File: src/rtl/seg_scan_decoder.sv
// Scanned 7-segment bus decoder: synchronizes the multiplexed sel/seg_led bus,
// waits for a stable pattern, and captures one hex digit per selected position.
//
// state | meaning
// TRACK | pattern changed recently; counting consecutive identical samples
// HOLD  | current pattern already evaluated; wait for it to change
module seg_scan_decoder #(
    parameter int          STABLE_CYCLES = 4,
    parameter logic [25:0] TIMEOUT       = 26'd50_000_000
) (
    input  logic        sys_clk,
    input  logic        sys_rst,
    input  logic [5:0]  sel,
    input  logic [7:0]  seg_led,
    output logic [23:0] digits,
    output logic [5:0]  valid,
    output logic [5:0]  dp,
    output logic        update,
    output logic [2:0]  update_idx,
    output logic        err
);

    localparam int CW = (STABLE_CYCLES > 2) ? $clog2(STABLE_CYCLES) : 1;

    typedef enum logic {TRACK, HOLD} state_t;

    state_t         state;
    logic [CW-1:0]  cnt;
    logic [5:0]     sel_s1, sel_s2;
    logic [7:0]     seg_s1, seg_s2;
    logic [13:0]    prev;
    logic [25:0]    age [6];

    logic [13:0]    cur;
    logic           same;
    logic [2:0]     low_cnt;
    logic [2:0]     idx;
    logic [4:0]     dec;

    // {legal, nibble} for a 7-bit active-low g..a pattern
    function automatic logic [4:0] decode(input logic [6:0] c);
        case (c)
            7'h40:   decode = 5'h10;
            7'h79:   decode = 5'h11;
            7'h24:   decode = 5'h12;
            7'h30:   decode = 5'h13;
            7'h19:   decode = 5'h14;
            7'h12:   decode = 5'h15;
            7'h02:   decode = 5'h16;
            7'h78:   decode = 5'h17;
            7'h00:   decode = 5'h18;
            7'h10:   decode = 5'h19;
            7'h08:   decode = 5'h1A;
            7'h03:   decode = 5'h1B;
            7'h46:   decode = 5'h1C;
            7'h21:   decode = 5'h1D;
            7'h06:   decode = 5'h1E;
            7'h0E:   decode = 5'h1F;
            default: decode = 5'h00;
        endcase
    endfunction

    always_comb begin
        cur     = {sel_s2, seg_s2};
        same    = (cur == prev);
        dec     = decode(seg_s2[6:0]);
        low_cnt = 3'd0;
        idx     = 3'd0;
        for (int i = 0; i < 6; i++) begin
            if (!sel_s2[i]) begin
                low_cnt = low_cnt + 3'd1;
                idx     = 3'(i);
            end
        end
    end

    always_ff @(posedge sys_clk) begin
        if (sys_rst) begin
            sel_s1     <= '1;
            sel_s2     <= '1;
            seg_s1     <= '1;
            seg_s2     <= '1;
            prev       <= '1;
            state      <= TRACK;
            cnt        <= '0;
            digits     <= '0;
            valid      <= '0;
            dp         <= '0;
            update     <= 1'b0;
            update_idx <= 3'd0;
            err        <= 1'b0;
            for (int i = 0; i < 6; i++) age[i] <= '0;
        end else begin
            sel_s1 <= sel;
            sel_s2 <= sel_s1;
            seg_s1 <= seg_led;
            seg_s2 <= seg_s1;
            prev   <= cur;
            update <= 1'b0;
            err    <= 1'b0;

            for (int i = 0; i < 6; i++) begin
                if (age[i] != TIMEOUT) age[i] <= age[i] + 26'd1;
                if (age[i] == TIMEOUT - 26'd1) valid[i] <= 1'b0;
            end

            case (state)
                TRACK: begin
                    if (!same) begin
                        cnt <= '0;
                    end else if (cnt == CW'(STABLE_CYCLES - 1)) begin
                        // idle or multi-select buses stay in TRACK and are re-ignored
                        if (low_cnt == 3'd1) begin
                            state <= HOLD;
                            cnt   <= '0;
                            if (dec[4]) begin
                                digits[4*idx +: 4] <= dec[3:0];
                                dp[idx]            <= ~seg_s2[7];
                                valid[idx]         <= 1'b1;
                                age[idx]           <= '0;
                                update             <= 1'b1;
                                update_idx         <= idx;
                            end else if (seg_s2[6:0] == 7'h7F) begin
                                valid[idx] <= 1'b0;
                            end else begin
                                err <= 1'b1;
                            end
                        end
                    end else begin
                        cnt <= cnt + CW'(1);
                    end
                end
                HOLD: begin
                    if (!same) begin
                        state <= TRACK;
                        cnt   <= '0;
                    end
                end
                default: begin
                    state <= TRACK;
                    cnt   <= '0;
                end
            endcase
        end
    end

endmodule

File: config.mk
export PLATFORM = sky130hd
export DESIGN_NAME = seg_scan_decoder
export DESIGN_NICKNAME = d
export VERILOG_FILES = /design/src/rtl/seg_scan_decoder.sv
export SDC_FILE = /design/constraint.sdc
export NUM_CORES = 1
export LEC_CHECK = 0
export CAP_MARGIN = 20
export CORE_MARGIN = 2
export CORE_UTILIZATION = 65
export DETAILED_ROUTE_END_ITERATION = 10
export GPL_ROUTABILITY_DRIVEN = 0
export PLACE_DENSITY_LB_ADDON = 0.25
export SLEW_MARGIN = 20
export SYNTH_ARGS = -nofsm -noshare
export SYNTH_HDL_FRONTEND = slang
export SYNTH_SLANG_ARGS = --single-unit
export TNS_END_PERCENT = 50
File: constraint.sdc
create_clock -name sys_clk -period 9.37 [get_ports sys_clk]
set_input_delay 0.937 -clock sys_clk [delete_from_list [all_inputs] [get_ports sys_clk]]
set_output_delay 0.937 -clock sys_clk [all_outputs]
set_load 0.005 [all_outputs]
==> results.yml <==
logic_synthesis:
  synth_cell_types: 60
  synth_area_um2: 11000
  synth_nets: 1296
  avgSynthCellArea_um2: 8.72
  syn_inst: 1260
  synth_top_area_share_pct: 44.1
  ys_ff_latch: 242
  yosys-top-cells-area: "dfxtp_1, xor2_1, nor2_1, xnor2_1, nand2_1"
  synth_top_area_cell: "dfxtp_1"
  ys_seq_area_share_pct: 44.1
  yosys_warnings: 0
  synth_edf_count: 0
  synth-async-reset-ratio_pct: 0
  synthFlopType: "dfxtp_1"
power_and_ir_drop:
  p_per_area_nw_per_um2: 179
  clockPowerShare_pct: 48.8
  ir_drop_uv: 174
  pwr-share-seq_pct: 47.1
  p_int_mw: 1.77
  swShare_pct: 21.3
  p_sw_mw: 0.480
  total_power_mw: 2.25
  combPwrFrac_pct: 4.1
  p_leak_nw: 4.50
routing:
  vias_per_cell: 5.64
  wl_per_cell_um: 14.6
  routed-via-count: 8652
  drtIter0Drc: 613
  drc: 0
  dr.pass1.iters: 5
  routed_wl_um: 22400
  ant_nets: 0
global_routing:
  grt_pass1_wl_um: 38200
  overflow: 0
  antenna_found_initial: 0
  grt_pass1_vias: 8217
  grt_max_degree: 53
  track_usage_pct: 25.2
setup_path:
  cpMostUsedCell: "ha_1"
  cp.required_ns: 9.73
  r2r_cells: 15
  crit_path_end_kind: "register"
  cp_data_arrival_time_ns: 5.47
  r2r-start: "sel_s2[1]"
  crit_buf_inv: 1
  cpLargestDelayFamily: "simple AND/OR/NAND/NOR gates"
  crit_path_start_kind: "register"
  crit_type: "register to register"
  crit_slowest_cell: "o31ai_4"
  r2r_slack_ns: 4.26
  crit_path_max_incr_delay_ns: 1.02
  reg2reg_to: "age[1][4]"
  cp_max_fo: 26
  crit_chain: "inv_1 -> ha_1 -> xnor2_1 -> ha_1 -> nand2b_1 -> o31ai_1 -> ha_1 -> mux2_2 -> ha_1 -> nor3b_1 -> mux2i_1 -> o211a_2 -> or4_1 -> o31ai_4 -> nor2_1"
cells_and_area:
  area_delta_synth_final_pct: 14.5
  fin_nets: 1333
  diodes: 0
  drive_gt1_share_pct: 8.14
  nFillCells: 1159
  multi_input_area_um2: 5810
  fin_util_pct: 76.1
  seq_area_um2: 4840
sta:
  relSlewSlack_pct: 28.1
  max_slew.worst_pin.slew_ns: 1.08
  setup_viol: 0
  fmax_mhz: 196
  slew_viol_final: 0
  grt_setup_unrepaired: "false"
  hold_ws_ns: 0.408
  finalSetupTns_ns: 0
  skew_ns: 0.0107
  hold_viol: 0
  fin_crit_ns: 5.11
  period_share_pct: 54.5
die:
  core_um2: 16500
  die_w_um: 134
  rows: 47
  ios: 57
  die_y_um: 134
  start_util_pct: 66.5
  die_area_um2: 18000
clock_tree:
  cts_resized: 0
  clock_latency_ns: 0.52
  numCtsBuffers: 26
  clockBufferDepth: 3
  clock-sinks: 242
  root_buffer: "clkbuf_16"
  cts_max_level: 1
  cts_setup_buffers: 0
  clkTransAtPathRegs_ns: 0.06
  hold_buffers: 0
  cts_tree: "yes"
run:
  max_cap_violations: 0
hold_path:
  holdPathStages: 1
  hp-class: "register to register"
  worstHoldEndpoint: "sel_s2[3]"
  min_from: "sel_s1[3]"
placement:
  io_buffers: 56
  hpwl_um: 14500
run_status:
  status: "completed"
-- power groups by stage --
stage               Sequential, mW  Clock [mW]  Combinational (mW)
floorplan                     1.07           0              0.0747
global placement              1.08           0              0.0887
detailed placement            1.08           0              0.0914
CTS                           1.06        1.11              0.0928
global route                  1.06        1.16               0.105
finish                        1.06        1.10              0.0925
-- stage by stage --
step           std cells  cell area [µm²]  setup slack [ns]
2_1_floorplan       1260            11000              5.27
3_3_place_gp        1489            11600              4.46
3_5_place_dp        1489            11600              4.28
4_1_cts             1534            12600              4.28
5_1_grt             1534            12600              3.88
6_report            1534            12600              4.26
-- flip-flops by register name, indices dropped and copies added, names as in the netlist --
name        flops
age           156
digits         24
prev           14
seg_s1          8
seg_s2          8
dp              6
sel_s1          6
sel_s2          6
valid           6
update_idx      3
cnt             2
err             1
state           1
update          1
-- cell families (layout without fill, tap and decap cells) --
logic type / count (synthesis) / count (layout) / synth area share (%)
and+or+nand+nor: 650 / 650 / 29.4
muxes: 38 / 38 / 3.48
AOI/OAI and AO/OA: 60 / 60 / 4.26
adders and majority gates: 20 / 20 / 2.28
xor gates and xnor gates: 166 / 166 / 13.4
buffers and inverters: 84 / 138 / 3.11
DFF: 242 / 242 / 44.1
-- cells in the final DEF, fill, tap and decap left out, types with 4 or more instances in the layout --
master and count:
nor4b_1 4, nand2b_1 16, or3_1 12, dfxtp_1 242, nand4_1 36, nor2_1 214
and3_1 31, clkbuf_8 7, ha_1 20, or4_1 5, nand3_1 64, and4_1 12
or2_2 39, bufinv_16 4, o31ai_4 5, o21ai_0 12, xor2_1 97, o31ai_1 7
nor3_1 44, clkbuf_16 27, inv_1 33, a21oi_1 15, nand2_1 122, xnor2_1 68
mux2i_1 37, or3b_2 8, nor2b_1 8, nor4_1 13, clkdlybuf4s50_1 56
-- worst max-delay path by stage --
| stage | start | endpoint | slack (ns) | depth (start not counted) |
|---|---|---|---|---|
| 2_1_floorplan | sel_s2[1] | digits[15] | 5.27 | 17 |
| 3_3_place_gp | sel_s2[1] | age[1][14] | 4.46 | 15 |
| 3_5_place_dp | sel_s2[1] | age[1][4] | 4.28 | 15 |
| 4_1_cts | sel_s2[1] | age[1][4] | 4.28 | 15 |
| 5_1_grt | sel_s2[1] | age[1][22] | 3.88 | 15 |
| 6_report | sel_s2[1] | age[1][4] | 4.26 | 15 |
-- area by class of cell --
cell class | count | area share [%]
clock buffers | 37 | 6.23
flip-flops and latches | 242 | 38.5
clock inverters | 8 | 1.23
inverters | 34 | 1.01
multi-input cells | 934 | 46.2
repair buffers | 59 | 4.64
well taps | 220 | 2.19
-- cell usage after synthesis (13+ instances only) --
library cell    n
xor2_1         97
buf_2          15
dfxtp_1       242
clkbuf_1       34
xnor2_1        68
and3_1         31
nand2b_1       16
or2_2          39
nand4_1        36
ha_1           20
nand3_1        64
nand2_1       122
nor3_1         45
a21oi_1        15
nor2_1        214
nor4_1         13
mux2i_1        37
inv_1          33
-- metal layers --
layer | share of wire (%) | vias up | track usage, %
met3 | 5.5 | 47 | 5.10
li1 | - | 4304 | -
met5 | 0 | - | 0
met4 | 2.7 | 0 | 7.92
met1 | 44 | 4068 | 32.2
met2 | 48 | 233 | 43.0
-- worst reg2reg max path: stages (launching register included) --
cell	delay, ns
dfxtp_1	0.40
inv_1	0.09
ha_1	0.33
xnor2_1	0.15
ha_1	0.29
nand2b_1	0.05
o31ai_1	0.13
ha_1	0.33
mux2_2	0.26
ha_1	0.29
nor3b_1	0.20
mux2i_1	0.13
o211a_2	0.17
or4_1	0.97
o31ai_4	1.02
nor2_1	0.15
Power figures use the tool's default switching activity.
